[src/rtl/ahb_pkg.sv]
// Shared AHB-Lite encodings and the RAM controller state type.
package ahb_pkg;

    localparam logic [1:0] HTRANS_IDLE   = 2'd0;
    localparam logic [1:0] HTRANS_BUSY   = 2'd1;
    localparam logic [1:0] HTRANS_NONSEQ = 2'd2;
    localparam logic [1:0] HTRANS_SEQ    = 2'd3;

    localparam logic [2:0] HSIZE_BYTE = 3'd0;
    localparam logic [2:0] HSIZE_HALF = 3'd1;
    localparam logic [2:0] HSIZE_WORD = 3'd2;

    localparam logic HRESP_OKAY  = 1'b0;
    localparam logic HRESP_ERROR = 1'b1;

    typedef enum logic [2:0] {
        ST_IDLE  = 3'd0,
        ST_WR    = 3'd1,
        ST_RD    = 3'd2,
        ST_RDONE = 3'd3,
        ST_ERR1  = 3'd4,
        ST_ERR2  = 3'd5
    } ahb_state_e;

endpackage

[src/rtl/ahb_byte_lane.sv]
// Little-endian byte-lane decode for an AHB transfer size and low address bits.
module ahb_byte_lane
    import ahb_pkg::*;
(
    input  logic [2:0] i_hsize,
    input  logic [1:0] i_addr,
    output logic [3:0] o_byte_en,
    output logic       o_misalign
);

    // Sizes above a word decode to no lanes; the caller flags them separately.
    always_comb begin
        o_byte_en  = 4'b0000;
        o_misalign = 1'b0;
        case (i_hsize)
            HSIZE_BYTE: o_byte_en = 4'b0001 << i_addr;
            HSIZE_HALF: begin
                o_byte_en  = i_addr[1] ? 4'b1100 : 4'b0011;
                o_misalign = i_addr[0];
            end
            HSIZE_WORD: begin
                o_byte_en  = 4'b1111;
                o_misalign = |i_addr;
            end
            default: ;
        endcase
    end

endmodule

[src/rtl/ahb_ram_ctrl.sv]
// AHB-Lite slave that sequences address/data phases into a single-port RAM,
// inserting read wait states and the two-cycle ERROR response.
module ahb_ram_ctrl
    import ahb_pkg::*;
#(
    parameter int RAM_AW = 10,
    parameter int RD_LAT = 1
) (
    input  logic              clk,
    input  logic              rst,
    input  logic              hsel,
    input  logic [31:0]       haddr,
    input  logic [1:0]        htrans,
    input  logic              hwrite,
    input  logic [2:0]        hsize,
    input  logic [31:0]       hwdata,
    input  logic              hreadyin,
    output logic              hready_out,
    output logic              hresp,
    output logic [31:0]       hrdata,
    output logic              wr_en_ram,
    output logic              rd_en_ram,
    output logic [RAM_AW-1:0] address_ram,
    output logic [3:0]        byte_en,
    output logic [31:0]       wr_data_ram,
    input  logic [31:0]       rd_data_ram,
    output logic [2:0]        o_dbg_state
);

    localparam logic [2:0] LAT = 3'(RD_LAT);

    ahb_state_e        r_state;
    ahb_state_e        w_next;
    ahb_state_e        w_after_sample;
    logic [RAM_AW-1:0] r_addr;
    logic [3:0]        r_be;
    logic [2:0]        r_cnt;
    logic [3:0]        w_be;
    logic              w_misalign;
    logic              w_out_of_range;
    logic              w_illegal;
    logic              w_sample;
    logic              w_rd_done;

    ahb_byte_lane u_lane (
        .i_hsize   (hsize),
        .i_addr    (haddr[1:0]),
        .o_byte_en (w_be),
        .o_misalign(w_misalign)
    );

    assign w_out_of_range = |haddr[31:RAM_AW+2];
    assign w_illegal      = (hsize > HSIZE_WORD) | w_misalign | w_out_of_range;
    // New address phases are only accepted in states that drive hready_out high.
    assign w_sample       = hsel & hreadyin & htrans[1] & hready_out;
    assign w_rd_done      = (r_state == ST_RD) && (r_cnt == LAT);
    assign address_ram    = r_addr;
    assign o_dbg_state    = r_state;

    always_ff @(posedge clk or posedge rst) begin
        if (rst) begin
            r_state <= ST_IDLE;
        end else begin
            r_state <= w_next;
        end
    end

    always_comb begin
        w_after_sample = ST_IDLE;
        if (w_sample) begin
            if (w_illegal)   w_after_sample = ST_ERR1;
            else if (hwrite) w_after_sample = ST_WR;
            else             w_after_sample = ST_RD;
        end
    end

    always_comb begin
        w_next = r_state;
        case (r_state)
            ST_IDLE, ST_WR, ST_RDONE, ST_ERR2: w_next = w_after_sample;
            ST_RD:   if (w_rd_done) w_next = ST_RDONE;
            ST_ERR1: w_next = ST_ERR2;
            default: w_next = ST_IDLE;
        endcase
    end

    always_comb begin
        hready_out  = 1'b1;
        hresp       = HRESP_OKAY;
        wr_en_ram   = 1'b0;
        rd_en_ram   = 1'b0;
        byte_en     = 4'b0000;
        wr_data_ram = 32'h0;
        case (r_state)
            ST_WR: begin
                wr_en_ram   = 1'b1;
                byte_en     = r_be;
                wr_data_ram = hwdata;
            end
            ST_RD: begin
                hready_out = 1'b0;
                rd_en_ram  = (r_cnt == 3'd0);
            end
            ST_ERR1: begin
                hready_out = 1'b0;
                hresp      = HRESP_ERROR;
            end
            ST_ERR2: hresp = HRESP_ERROR;
            default: ;
        endcase
    end

    // r_cnt is zero on entry to RD and counts the cycles since rd_en_ram.
    always_ff @(posedge clk or posedge rst) begin
        if (rst) begin
            r_addr <= '0;
            r_be   <= 4'b0000;
            r_cnt  <= 3'd0;
            hrdata <= 32'h0;
        end else begin
            if (w_sample) begin
                r_addr <= haddr[RAM_AW+1:2];
                r_be   <= w_be;
            end
            r_cnt <= ((r_state == ST_RD) && !w_rd_done) ? r_cnt + 3'd1 : 3'd0;
            if (w_rd_done) hrdata <= rd_data_ram;
        end
    end

endmodule

[config.mk]
export PLATFORM = sky130hd
export DESIGN_NAME = ahb_ram_ctrl
export DESIGN_NICKNAME = d
export VERILOG_FILES = /design/src/rtl/ahb_pkg.sv /design/src/rtl/ahb_byte_lane.sv /design/src/rtl/ahb_ram_ctrl.sv
export SDC_FILE = /design/constraint.sdc
export NUM_CORES = 1
export LEC_CHECK = 0
export CAP_MARGIN = 20
export CORE_MARGIN = 4
export CORE_UTILIZATION = 24
export DETAILED_ROUTE_END_ITERATION = 8
export DONT_BUFFER_PORTS = 1
export PLACE_DENSITY_LB_ADDON = 0.05
export SYNTH_ARGS = -nofsm -noshare
export SYNTH_HDL_FRONTEND = slang
export SYNTH_SLANG_ARGS = --single-unit
export TNS_END_PERCENT = 20
[constraint.sdc]
create_clock -name clk -period 3.6 [get_ports clk]
set_clock_uncertainty 0.15 [all_clocks]
set_input_delay 0.54 -clock clk [delete_from_list [all_inputs] [get_ports clk]]
set_output_delay 0.54 -clock clk [all_outputs]
set_load 0.02 [all_outputs]
==> impl_metrics.py <==
metrics = {
    "status": {
        "status": "finished, final reports clean",
    },
    "synthesis": {
        "synth_edf_count": 0,
        "synth_area_leader_cell": "dfrtp_1",
        "yosys-top-cells-area": "dfrtp_1 (53%), mux2_2 (17%), and2_1 (9.5%), buf_6 (1.8%), o21ai_0 (1.6%)",
        "ys_types": 31,
        "synth-main-ff-cell": "dfrtp_1",
        "synth_commonest_cells": "dfrtp_1 (52), mux2_2 (38), and2_1 (37)",
        "syn_avg_cell_area_um2": 12.1,
        "synth_top_cell_area_share": 0.531,
        "yosysMostFrequentCell": "dfrtp_1",
        "synthCells": 202,
        "async_flop_share": 1.00,
        "post_synth_instance_area_um2": 2450,
        "synth_seq_area_share": 0.531,
        "ys_ff_latch": 52,
        "ys_warn_count": 0,
        "syn_nets": 311,
    },
    "global_routing": {
        "use_met1": 0.0935,
        "grt_pass1_wl_mm": 9.87,
        "grt_use_total": 0.112,
        "grt_util_met3": 0.0462,
        "overflow": 0,
        "use_met2": 0.235,
        "grt.busiest_layer": "met2",
        "first_global_vias": 1728,
        "antenna_found_initial": 4,
        "grt_max_degree": 53,
    },
    "pwr": {
        "max-vdd-ir-drop_uv": 191,
        "switchingPower_uw": 661,
        "swShare": 0.391,
        "total_power_uw": 1690,
        "intPower_uw": 1030,
        "pwr-share-comb": 0.252,
        "power_leakage_uw": 0.00113,
        "seqPwrFrac": 0.512,
        "p_clk_frac": 0.236,
        "power_density_nw_per_um2": 622,
    },
    "setup_path": {
        "crit_type": "flop to output pin",
        "rrSetupSlack_ps": 1060,
        "arrival_ps": 2140,
        "worstSetupStartpointType": "flop",
        "required_ps": 2910,
        "crit_fanout": 37,
        "crit_path_end_kind": "output pin",
    },
    "clocking": {
        "cts.sinks": 52,
        "htree_levels": 2,
        "cts_buffers": 5,
        "clockBufferDepth": 2,
        "root_buffer": "clkbuf_8",
        "cts_tree": "yes",
        "cts_setup_buffers": 0,
        "worstSkewPairLatency_ps": 300,
        "clkTransAtPathRegs_ps": 100,
        "ctsResizeCount": 0,
    },
    "timing": {
        "max_slew.worst_pin.slew_ps": 885,
        "fin_crit_sh": 0.786,
        "max_clock_freq_ghz": 0.353,
        "final-hold-violation-count": 0,
        "setup_viol": 0,
        "rsz0062_at_grt": "no",
        "fin_crit_ps": 2830,
        "tns_ps": 0,
        "slew_violations": 0,
        "relSlewSlack": 0.408,
    },
    "die": {
        "die_w_um": 109,
        "core_um2": 9860,
        "initial_core_util": 0.248,
        "io_pins": 191,
        "row_count": 36,
        "die_area_um2": 11900,
        "die_h_um": 109,
    },
    "run": {
        "maxCapViolCount": 0,
    },
    "route": {
        "ant_nets": 0,
        "drt_first_pass_iters": 4,
        "wire_per_inst_um": 21.0,
        "postRouteWirelength_mm": 7.15,
        "num_vias": 1588,
        "viasPerCell": 4.67,
        "drtIter0Drc": 61,
        "drc": 0,
    },
    "final_layout": {
        "regArea_um2": 1300,
        "multi_input_area_um2": 1060,
        "final_nets": 314,
        "fillers": 1036,
        "final_core_util": 0.276,
        "drive_above_1_share": 0.272,
        "stdcell_count": 340,
        "synthToLayoutAreaGrowth_pct": 11.0,
    },
    "placed_design": {
        "place_hpwl_mm": 5.81,
        "routabilityCongestion": 0.730,
        "placed_cells": 329,
        "portBuffers": 0,
    },
    "min_path": {
        "hp-class": "input port to flop",
    },
}
-- power groups by stage --
stage,clock network [uW],registers [uW],logic [uW]
after floorplan,0,835,383
after global placement,0,882,425
after detailed placement,0,884,432
after CTS,423,872,431
after global routing,446,880,465
final,399,866,426
-- kinds of logic after synthesis --
logic type | count (synthesis) | synth area share
DFF | 52 | 0.531
and+or+nand+nor | 70 | 0.167
AOI/OAI and AO/OA | 18 | 0.0455
xor gates and xnor gates | 1 | 0.00358
buffers and inverters | 15 | 0.0373
muxes | 42 | 0.196
adders and majority gates | 4 | 0.0194
-- per-stage QoR --
step	setup slack (ps)	area (um^2)	hold WS (ps)
after floorplan	1290	2450	291
after global placement	1090	2570	317
after detailed placement	1040	2570	317
after CTS	746	2690	155
after global routing	579	2720	149
final	770	2720	177
-- critical path, stage by stage, from the launching register on --
cell and delay [ps]:
dfrtp_1 600, nor3_4 820, and2_1 410
-- what timing repair did --
item,CTS,global route
hold buffers,0,1
endpoints found under the hold margin,0,12
endpoints found under the setup margin,0,0
-- final timing paths --
kind,start,cells past startpoint,to
worst max-delay path,o_dbg_state[2],2,wr_data_ram[31]
worst min-delay path,hwrite,1,o_dbg_state[1]
worst max register to register,o_dbg_state[2],4,address_ram[8]
worst min register to register,r_be[2],2,r_be[2]
max in group asynchronous,rst,3,hrdata[12]
min in group asynchronous,rst,2,hrdata[25]
-- state kept, by name (all words and copies together), names as in the netlist --
register     cells
o_dbg_state      3
address_ram     10
r_be             4
r_cnt            3
hrdata          32
-- cells in the final DEF, fill, tap and decap left out, types with 2 or more instances in the layout --
cell type and instances:
nor3_1 3, nor2_1 7, ha_1 3, dfrtp_1 52, nand2_1 7, a21boi_0 2, clkbuf_8 5, o21ai_0 8
buf_4 3, nor2b_1 3, mux2_1 2, and2_1 37, nor4_1 4, a21oi_1 3, o31ai_1 2, mux2_4 2
mux2_2 38, inv_1 5, nand3_1 4
-- layout make-up --
class / instances / area share
timing repair buffer: 5 / 0.0193
multi-input combinational: 135 / 0.391
clock inverter: 3 / 0.0156
tap: 133 / 0.0612
inverter: 6 / 0.00828
clock buffer: 5 / 0.0253
antenna: 1 / 0.000920
sequential: 52 / 0.479
-- routing by layer --
layer,share of wire,vias to the layer above
li1,-,693
met1,0.27,747
met2,0.58,130
met3,0.12,14
met4,0.012,4
met5,0.0056,-
(Power assumes the default switching activity.)
==> RTL edit (same flow settings) <==
Change the parameter `RAM_AW` from 10 to 8.
--- a/src/rtl/ahb_ram_ctrl.sv
+++ b/src/rtl/ahb_ram_ctrl.sv
@@ -5,3 +5,3 @@
 #(
-    parameter int RAM_AW = 10,
+    parameter int RAM_AW = 8,
     parameter int RD_LAT = 1
Ports: changed (resized address_ram); port bits go from 191 to 189. The function was not compared with the original's and may differ.
==> RTL edit against the original RTL <==
Register-to-register slack improved by 0.47 ns; global-route usage shrank 1.7 points; synthesized cell count down 4.0%; non-clock buffer count shrank 3; die area decreased by 2.7%; the flow now finishes with violations (hold timing); sequential cell count down 2; sequential share of layout area up 0.10 points; total power down 8.6%; synthesized area shrank 2.9%; utilization shrank 0.75 points; worst setup slack better by 0.068 ns; cell area down 4.0%; wire length is 17% lower.
==> RTL edit: results (changes against the original RTL) <==
* Slowest CP cell: nor3b_1 (was nor3_4)
* Hold WC Path Type: input pin to async pin (was input pin to flop)
* Sequential share of the synthesized area at 52.63% (was 53.14%)
* Mapped Nets at 303 (was 311)
* IR drop worst, VDD at 0.0001544 V (was 0.0001907 V)
* Gpl congestion at 0.7001 (was 0.7300)
* Vias at 1,505 (was 1,588)
* RR Endpoint: address_ram[2] (was address_ram[8])
* Setup TNS at 0 ns (unchanged)
* Pre-CTS WS at 1.125 ns (was 1.035 ns)
* Setup ws final at 0.8382 ns (was 0.7700 ns)
* Avg WL per Cell at 17.98 um (was 21.02 um)
* CTS buffer count at 5 (unchanged)
* TritonRoute pass-1 iters at 4 (unchanged)
* Failing checks: hold timing
* Crit path to: rd_en_ram (was wr_data_ram[31])
* Gr usage total at 9.573% (was 11.24%)
* Hold Fails Final Rpt at 21 (was 0)
* R2R cell count at 3 (was 4)
* Global-route wire length before repair at 8.542 mm (was 9.867 mm)
* Worst R2R Setup Slack at 1.53 ns (was 1.06 ns)
* Post-synth cell types at 34 (was 31)
* DP HPWL at 4.693 mm (was 5.814 mm)
* Pin count of the biggest net entering global routing at 51 (was 53)
* Initial antenna violation count at 0 (was 4)
* Largest register FFs at 32 (unchanged)
* Nets at 305 (was 314)
* RR Startpoint: o_dbg_state[2] (unchanged)
* Synth area leaders: dfrtp_1, mux2_2, and2_1, o21ai_0, mux2_4 (was dfrtp_1, mux2_2, and2_1, buf_6, o21ai_0)
* Crit path DAT at 2.07 ns (was 2.14 ns)
* Worst-Margin Slew at 0.8669 ns (was 0.8853 ns)
* Vias in the first global route at 1,664 (was 1,728)
* Iter 0 DRT Violations at 26 (was 61)
* Fillers at 1,003 (was 1,036)
* H-tree levels at 2 (unchanged)
* CP top delay family: simple AND/OR/NAND/NOR gates (unchanged)
* WHS at -0.01447 ns (was 0.1772 ns)
* Share of cells above drive strength 1 at 30.46% (was 27.18%)
* Crit-path max FO at 5 (was 37)
* Slowest stage delay, CP at 0.70 ns (was 0.82 ns)
* ANT cells at 0 (was 1)
* Outcome: finished, violations left (was completed)
* Clk_lat worst skew at 0.29 ns
* Leakage power total at 1.104 nW (was 1.128 nW)
* Sw frac at 39.46% (was 39.09%)
* Synth cell count leaders: dfrtp_1, and2_1, mux2_2, o21ai_0, nor2_1 (was dfrtp_1, mux2_2, and2_1, o21ai_0)
* Critical Path Start: o_dbg_state[1] (was o_dbg_state[2])
RTL edit: how the worst min path moves through the flow:
stage | from | endpoint | slack, ns | cells past startpoint
2_1_floorplan | r_be[0] | r_be[0] | 0.29 | 2
3_3_place_gp | r_be[3] | r_be[3] | 0.32 | 2
3_5_place_dp | r_be[1] | r_be[1] | 0.31 | 2
4_1_cts | hwrite | o_dbg_state[1] | 0.17 | 1
5_1_grt | rst | hrdata[2] | 0.01 | 1
6_report | rst | hrdata[2] | -0.01 | 1
RTL edit: area by class of cell:
cell class | count | area share (%)
multi-input cells | 132 | 40.24
clock inverters | 2 | 0.4796
inverters | 5 | 0.7194
repair buffers | 2 | 1.055
flip-flops and latches | 50 | 47.96
clock buffers | 6 | 3.165
well taps | 133 | 6.379
RTL edit: power groups by stage:
stage,clock (mW),combinational [mW],sequential (mW)
floorplan,0,0.356,0.795
global placement,0,0.395,0.819
detailed placement,0,0.404,0.820
CTS,0.366,0.405,0.809
global route,0.386,0.436,0.820
finish,0.341,0.398,0.806
RTL edit: kinds of logic after synthesis:
family	count (synthesis)	share of synthesized area (%)
simple gates	69	17.74
mux	40	19.42
fa+ha+maj	3	1.579
buf+inv	12	3.316
xor+xnor	2	0.7370
compound gates	18	4.579
flops	50	52.63
RTL edit: per-stage QoR:
stage | instances | total power [mW] | area (um2) | util (%)
2_1_floorplan | 194 | 1.151 | 2377 | -
3_3_place_gp | 321 | 1.215 | 2494 | 25.63
3_5_place_dp | 321 | 1.224 | 2494 | 25.63
4_1_cts | 329 | 1.580 | 2589 | 26.61
5_1_grt | 330 | 1.641 | 2609 | 26.81
6_report | 330 | 1.546 | 2609 | 26.81
RTL edit: layer usage:
layer / vias up / track usage, % / routed length [um] / share of wire (%)
met5: - / 0 / 0 / 0
met4: 0 / 2.705 / 38 / 0.64
met3: 4 / 4.379 / 789 / 13
met2: 124 / 18.61 / 3188 / 54
met1: 718 / 8.800 / 1917 / 32
li1: 659 / - / - / -
